===== src/rtl/pcs_tx_frame_gen.sv =====
// pcs_tx_frame_gen: synthetic Ethernet frame source for the pcs_tx MAC-side bus.
// Emits start word, incrementing-pattern payload, terminate word and IPG idles,
// back-to-back while en_i is high, stalling whenever ready_i is low.
//
// Ports:
//   clk, reset        - TX parallel clock, synchronous active-high reset
//   ready_i           - downstream accepts the current word on a rising edge
//   en_i              - generate frames while high
//   len_i             - frame length in bytes (min 8), sampled on entry to START
//   err_inj_i         - flag the next payload word as an error word
//   ctrl_v_o .. err_v_o, start_v_o, data_o, keep_o - registered pcs_tx input bus
//   frame_cnt_o       - completed frame count, bumps on the accepted terminate word
module pcs_tx_frame_gen #(
    parameter int unsigned IS_10G  = 1,
    parameter int unsigned DATA_W  = 64,
    parameter int unsigned IPG_CYC = 2,
    localparam int unsigned LANE0_CNT_N = (IS_10G != 0) ? 2 : 1,
    localparam int unsigned KEEP_W      = DATA_W / 8
) (
    input  logic                   clk,
    input  logic                   reset,
    input  logic                   ready_i,
    input  logic                   en_i,
    input  logic [15:0]            len_i,
    input  logic                   err_inj_i,
    output logic                   ctrl_v_o,
    output logic                   idle_v_o,
    output logic [LANE0_CNT_N-1:0] start_v_o,
    output logic                   term_v_o,
    output logic                   err_v_o,
    output logic [DATA_W-1:0]      data_o,
    output logic [KEEP_W-1:0]      keep_o,
    output logic [31:0]            frame_cnt_o
);

    localparam int unsigned LEN_W = 16;
    localparam int unsigned CNT_W = 32;
    localparam int unsigned IPG_W = 4;
    localparam int unsigned PAT_W = 8;

    localparam logic [LEN_W-1:0]  MIN_LEN    = LEN_W'(8);
    localparam logic [DATA_W-1:0] START_WORD = DATA_W'(64'hD555_5555_5555_5500);

    typedef enum logic [2:0] {
        ST_IDLE,
        ST_START,
        ST_DATA,
        ST_TERM,
        ST_IPG
    } state_e;

    // state_q names the word currently presented on the outputs
    state_e                 state_q, state_d;
    logic                   ctrl_v_q, ctrl_v_d;
    logic                   idle_v_q, idle_v_d;
    logic [LANE0_CNT_N-1:0] start_v_q, start_v_d;
    logic                   term_v_q, term_v_d;
    logic                   err_v_q, err_v_d;
    logic [DATA_W-1:0]      data_q, data_d;
    logic [KEEP_W-1:0]      keep_q, keep_d;
    logic [CNT_W-1:0]       frame_cnt_q, frame_cnt_d;
    logic [LEN_W-1:0]       rem_q, rem_d;       // payload bytes not yet emitted
    logic [PAT_W-1:0]       pat_q, pat_d;       // value of the next payload byte
    logic [IPG_W-1:0]       ipg_cnt_q, ipg_cnt_d;
    logic                   err_pend_q, err_pend_d;

    logic [DATA_W-1:0]      data_word;
    logic [DATA_W-1:0]      term_word;
    logic [KEEP_W-1:0]      term_keep;
    logic                   err_flag;
    logic                   load_frame;
    logic                   emit_data;

    // Candidate payload and terminate words from the running pattern byte
    always_comb begin
        data_word = '0;
        term_word = '0;
        term_keep = '0;
        for (int unsigned i = 0; i < KEEP_W; i++) begin
            data_word[8*i +: 8] = pat_q + PAT_W'(i);
            if (LEN_W'(i) < rem_q) begin
                term_word[8*i +: 8] = pat_q + PAT_W'(i);
                term_keep[i]        = 1'b1;
            end
        end
    end

    // A pulse arriving on the same edge as a payload word still flags that word
    assign err_flag = err_pend_q | err_inj_i;

    // Next-state and next-word logic; nothing but err_pend moves while stalled
    always_comb begin
        state_d     = state_q;
        ctrl_v_d    = ctrl_v_q;
        idle_v_d    = idle_v_q;
        start_v_d   = start_v_q;
        term_v_d    = term_v_q;
        err_v_d     = err_v_q;
        data_d      = data_q;
        keep_d      = keep_q;
        frame_cnt_d = frame_cnt_q;
        rem_d       = rem_q;
        pat_d       = pat_q;
        ipg_cnt_d   = ipg_cnt_q;
        err_pend_d  = err_flag;
        load_frame  = 1'b0;
        emit_data   = 1'b0;

        if (ready_i) begin
            ctrl_v_d  = 1'b1;
            idle_v_d  = 1'b1;
            start_v_d = '0;
            term_v_d  = 1'b0;
            err_v_d   = 1'b0;
            data_d    = '0;
            keep_d    = '0;

            case (state_q)
                ST_IDLE: begin
                    if (en_i) begin
                        load_frame = 1'b1;
                    end
                end
                ST_START: begin
                    emit_data = 1'b1;
                end
                ST_DATA: begin
                    if (rem_q < LEN_W'(KEEP_W)) begin
                        state_d  = ST_TERM;
                        idle_v_d = 1'b0;
                        term_v_d = 1'b1;
                        data_d   = term_word;
                        keep_d   = term_keep;
                    end else begin
                        emit_data = 1'b1;
                    end
                end
                ST_TERM: begin
                    state_d     = ST_IPG;
                    frame_cnt_d = frame_cnt_q + CNT_W'(1);
                    ipg_cnt_d   = IPG_W'(1);
                end
                ST_IPG: begin
                    if (ipg_cnt_q >= IPG_W'(IPG_CYC)) begin
                        if (en_i) begin
                            load_frame = 1'b1;
                        end else begin
                            state_d = ST_IDLE;
                        end
                    end else begin
                        ipg_cnt_d = ipg_cnt_q + IPG_W'(1);
                    end
                end
                default: begin
                    state_d = ST_IDLE;
                end
            endcase

            // Start word; frame_cnt_q already includes the previous frame here
            if (load_frame) begin
                state_d   = ST_START;
                idle_v_d  = 1'b0;
                start_v_d = LANE0_CNT_N'(1);
                data_d    = START_WORD;
                rem_d     = (len_i < MIN_LEN) ? MIN_LEN : len_i;
                pat_d     = frame_cnt_q[PAT_W-1:0];
            end

            // Full payload word; an error word keeps its payload but raises ctrl
            if (emit_data) begin
                state_d    = ST_DATA;
                ctrl_v_d   = err_flag;
                err_v_d    = err_flag;
                idle_v_d   = 1'b0;
                data_d     = data_word;
                keep_d     = '1;
                rem_d      = rem_q - LEN_W'(KEEP_W);
                pat_d      = pat_q + PAT_W'(KEEP_W);
                err_pend_d = 1'b0;
            end
        end
    end

    // State and output registers; reset wins over a stall
    always_ff @(posedge clk) begin
        if (reset) begin
            state_q     <= ST_IDLE;
            ctrl_v_q    <= 1'b1;
            idle_v_q    <= 1'b1;
            start_v_q   <= '0;
            term_v_q    <= 1'b0;
            err_v_q     <= 1'b0;
            data_q      <= '0;
            keep_q      <= '0;
            frame_cnt_q <= '0;
            rem_q       <= '0;
            pat_q       <= '0;
            ipg_cnt_q   <= '0;
            err_pend_q  <= 1'b0;
        end else begin
            state_q     <= state_d;
            ctrl_v_q    <= ctrl_v_d;
            idle_v_q    <= idle_v_d;
            start_v_q   <= start_v_d;
            term_v_q    <= term_v_d;
            err_v_q     <= err_v_d;
            data_q      <= data_d;
            keep_q      <= keep_d;
            frame_cnt_q <= frame_cnt_d;
            rem_q       <= rem_d;
            pat_q       <= pat_d;
            ipg_cnt_q   <= ipg_cnt_d;
            err_pend_q  <= err_pend_d;
        end
    end

    assign ctrl_v_o    = ctrl_v_q;
    assign idle_v_o    = idle_v_q;
    assign start_v_o   = start_v_q;
    assign term_v_o    = term_v_q;
    assign err_v_o     = err_v_q;
    assign data_o      = data_q;
    assign keep_o      = keep_q;
    assign frame_cnt_o = frame_cnt_q;

endmodule


===== config.mk =====
export PLATFORM = sky130hd
export DESIGN_NAME = pcs_tx_frame_gen
export DESIGN_NICKNAME = d
export VERILOG_FILES = /design/src/rtl/pcs_tx_frame_gen.sv
export SDC_FILE = /design/constraint.sdc
export NUM_CORES = 1
export LEC_CHECK = 0
export BUFFER_PORTS_ARGS = -buffer_cell sky130_fd_sc_hd__buf_2
export CELL_PAD_IN_SITES_DETAIL_PLACEMENT = 0
export CELL_PAD_IN_SITES_GLOBAL_PLACEMENT = 1
export CORE_MARGIN = 5
export CORE_UTILIZATION = 45
export CTS_CLUSTER_DIAMETER = 30
export DETAILED_ROUTE_END_ITERATION = 12
export HOLD_SLACK_MARGIN = 0.1
export PLACE_DENSITY_LB_ADDON = 0.1
export SETUP_SLACK_MARGIN = 0.4
export SLEW_MARGIN = 0
export SYNTH_ARGS = -nofsm -noshare
export SYNTH_HDL_FRONTEND = slang
export SYNTH_SLANG_ARGS = --single-unit
export TNS_END_PERCENT = 10

===== constraint.sdc =====
create_clock -name clk -period 4.5 [get_ports clk]
set_input_delay 0.225 -clock clk [delete_from_list [all_inputs] [get_ports clk]]
set_output_delay 0.225 -clock clk [all_outputs]
set_load 0.02 [all_outputs]

==> impl_results.md <==
* CTS tree: built
* Met1 Resource Use GR at 27.8%
* Pre-Repair DR Iteration Count at 5
* CP Capture Type: register
* Largest area contributor in the netlist: dfxtp_1
* LEAKAGE at 3.27 nW
* Comb pwr share at 12.0%
* GR Layer Usage met2 at 36.7%
* Max_slew headroom at 21.7%
* Post-Synthesis Cells at 818
* Port Buffers at 129
* Switching part of the total at 27.4%
* Die Y at 134 um
* Vias per cell at 5.61
* Initial Util at 45.8%
* Syn-to-layout area delta at 19.6%
* Die W at 134 um
* Syn avg cell area at 8.50 um2
* DRC at 0
* Worst EP required at 4.79 ns
* Setup CP Type: register to register
* Worst skew pair latency at 0.42 ns
* Finished Cell Area at 8320 um2
* RSZ-0062 raised after global routing: no
* Pwr per Cell Area at 384 nW/um2
* Ant. Diodes at 0
* Yosys warns at 0
* Vias post-DR at 6,278
* Clk pwr share at 46.0%
* Asr flop ratio synth at 0%
* Final worst-path cycle share at 59.0%
* Vias in the first global route at 5,894
* Commonest non-fill, non-tap cell in the layout: dfxtp_1
* Peak VDD IR at 0.251 mV
* Drt initial violations at 401
* # rows at 45
* Top post-synthesis cells by area: dfxtp_1 41%, xnor2_1 5.8%, a21oi_1 5.4%
* Fmax at 0.377 GHz
* First-pass GRT wire length at 31,700 um
* DIE AREA at 18,000 um2
* Final core utilization at 54.7%
* Max cap viols at 0
* Seq/Total Area, Yosys at 40.6%
* Root buffer cell: clkbuf_16
* Grt met3 use at 4.28%
* WL final at 20,100 um
* Clock-pin slew on the worst setup and hold paths at 0.06 ns
* Largest net degree at the start of global routing at 81
* Fin nets at 953
* Overflow after GRT at 0
* Hold Fails Final Rpt at 0
* Ports at 131
* Final setup fails at 0
* Detail Route Antenna Nets at 0
* Busiest layer in global routing: met2
* Synth Register Bits at 141
* Number of synthesized flops with an enable pin at 0
* # clock sinks at 141
* Post-detailed-route wirelength per cell at 18.0 um
* Layout cells sized above 1 at 21.5%
* H-tree depth at 4
* Worst-margin pin slew at 1.17 ns
* Gpl congestion at 0.850
* CTS max path bufs at 2
* Area of the core at 15,200 um2
* Num CTS Buffers at 17
* Min-delay worst type: input pin to register
* GRT Util Overall at 22.0%
* Setup repair bufs after CTS at 0
* Internal at 2.32 mW
* Fin. max-slew vios at 0
* Mapped cell area at 6960 um2
* Worst Skew at 0.00821 ns
* Syn nets at 853
* Detail Placement HPWL at 14,200 um
* Area share of the largest cell type after synthesis at 40.6%
* Setup TNS at 0 ns
* Worst Path Max Fanout at 18
* Synth Flop Type: dfxtp_1
* Library cells used by synthesis at 83
* Worst setup SP type: register
* Seq pwr share at 41.9%
* P_sw at 0.874 mW
* Outcome: finished, final reports clean
* Initial antenna violation count at 0
* Final Critical Period at 2.66 ns
* Most frequent cells in the layout: 141 x dfxtp_1, 128 x buf_2, 81 x nand2_1, 80 x nor2_1, 75 x a21oi_1
* Placed Area at 7640 um2
* Worst EP arrival at 2.94 ns
==> cell usage after synthesis (all sizes together) (4+ instances only) <==
library cell,instances
a211oi,19
a21oi,78
a22o,8
a31oi,6
a32o,4
and3,8
and4,7
buf,20
clkbuf,39
dfxtp,141
ha,14
inv,26
mux2i,8
nand2,81
nand2b,10
nand3,23
nand4,12
nand4b,5
nor2,82
nor2b,5
nor3,23
nor4,9
o211ai,16
o21ai,44
o22ai,7
o32ai,6
or3,8
xnor2,46
xor2,10
==> state kept, by name (all words and copies together) (netlist names) <==
name	cells
frame_cnt_o	32
start_v_o	1
keep_o	8
data_o	64
rem_q	16
ipg_cnt_q	4
err_pend_q	1
err_v_o	1
pat_q	8
ctrl_v_o	1
state_q	3
idle_v_o	1
term_v_o	1
==> metal layers <==
metal	part of all wire, %	wire length, um
met1	44	8880
met2	49	9770
met3	4.1	819
met4	3.3	654
met5	0	0
==> stage by stage <==
stage	setup slack (ns)	instances	hold slack, ns	total power, mW
after floorplan	2.45	818	0.365	1.64
after global placement	1.93	1082	0.429	1.74
after detailed placement	1.84	1082	0.434	1.75
after CTS	1.82	1119	0.103	3.22
after global routing	1.68	1119	0.107	3.32
final	1.84	1119	0.110	3.19
==> timing repair <==
action,4_1_cts,5_1_grt
gates resized for setup,0,0
hold endpoints to repair,5,0
hold buffers,5,0
==> kinds of logic (layout without fill, tap and decap cells) <==
logic type | Yosys count | count (layout) | share of synthesized area, %
buffers and inverters | 87 | 200 | 5.22
muxes | 10 | 10 | 1.48
DFF | 141 | 141 | 40.6
adders and majority gates | 14 | 14 | 2.52
xor gates and xnor gates | 56 | 56 | 7.05
other | 1 | 1 | 0.0539
and+or+nand+nor | 292 | 292 | 21.7
AOI/OAI and AO/OA | 217 | 217 | 21.4
==> layout make-up <==
type,instances,area (um2)
Fill cell,1457,6890
Multi-Input combinational cell,590,3790
Sequential cell,141,2820
Timing Repair Buffer,140,743
Clock buffer,18,439
Tap cell,188,235
Clock inverter,14,181
Inverter,28,105
==> path summary, 6_finish.rpt <==
path,cells after the start,slack (ns),start,endpoint
worst min register to register,2,0.44,keep_o[1]$_SDFFE_PP0P_,keep_o[1]$_SDFFE_PP0P_
worst max register to register,5,1.84,state_q[2]$_SDFFE_PP0P_,pat_q[6]$_SDFFE_PP0P_
worst max-delay path,5,1.84,state_q[2]$_SDFFE_PP0P_,pat_q[6]$_SDFFE_PP0P_
worst min-delay path,3,0.11,len_i[6],rem_q[6]$_SDFFE_PP0P_
==> critical path: stages (launching register included) <==
cell and delay, ns:
dfxtp_1 0.63, or4b_4 0.55, o211ai_4 0.47, o211ai_2 0.29
nand2b_1 0.42, o32ai_2 0.15
==> power by group through the flow <==
stage	registers (mW)	logic [mW]	clock network [mW]
floorplan	1.38	0.256	0
global placement	1.37	0.373	0
detailed placement	1.37	0.379	0
CTS	1.34	0.384	1.49
global route	1.35	0.420	1.56
finish	1.34	0.383	1.47
Power figures use the tool's default switching activity.
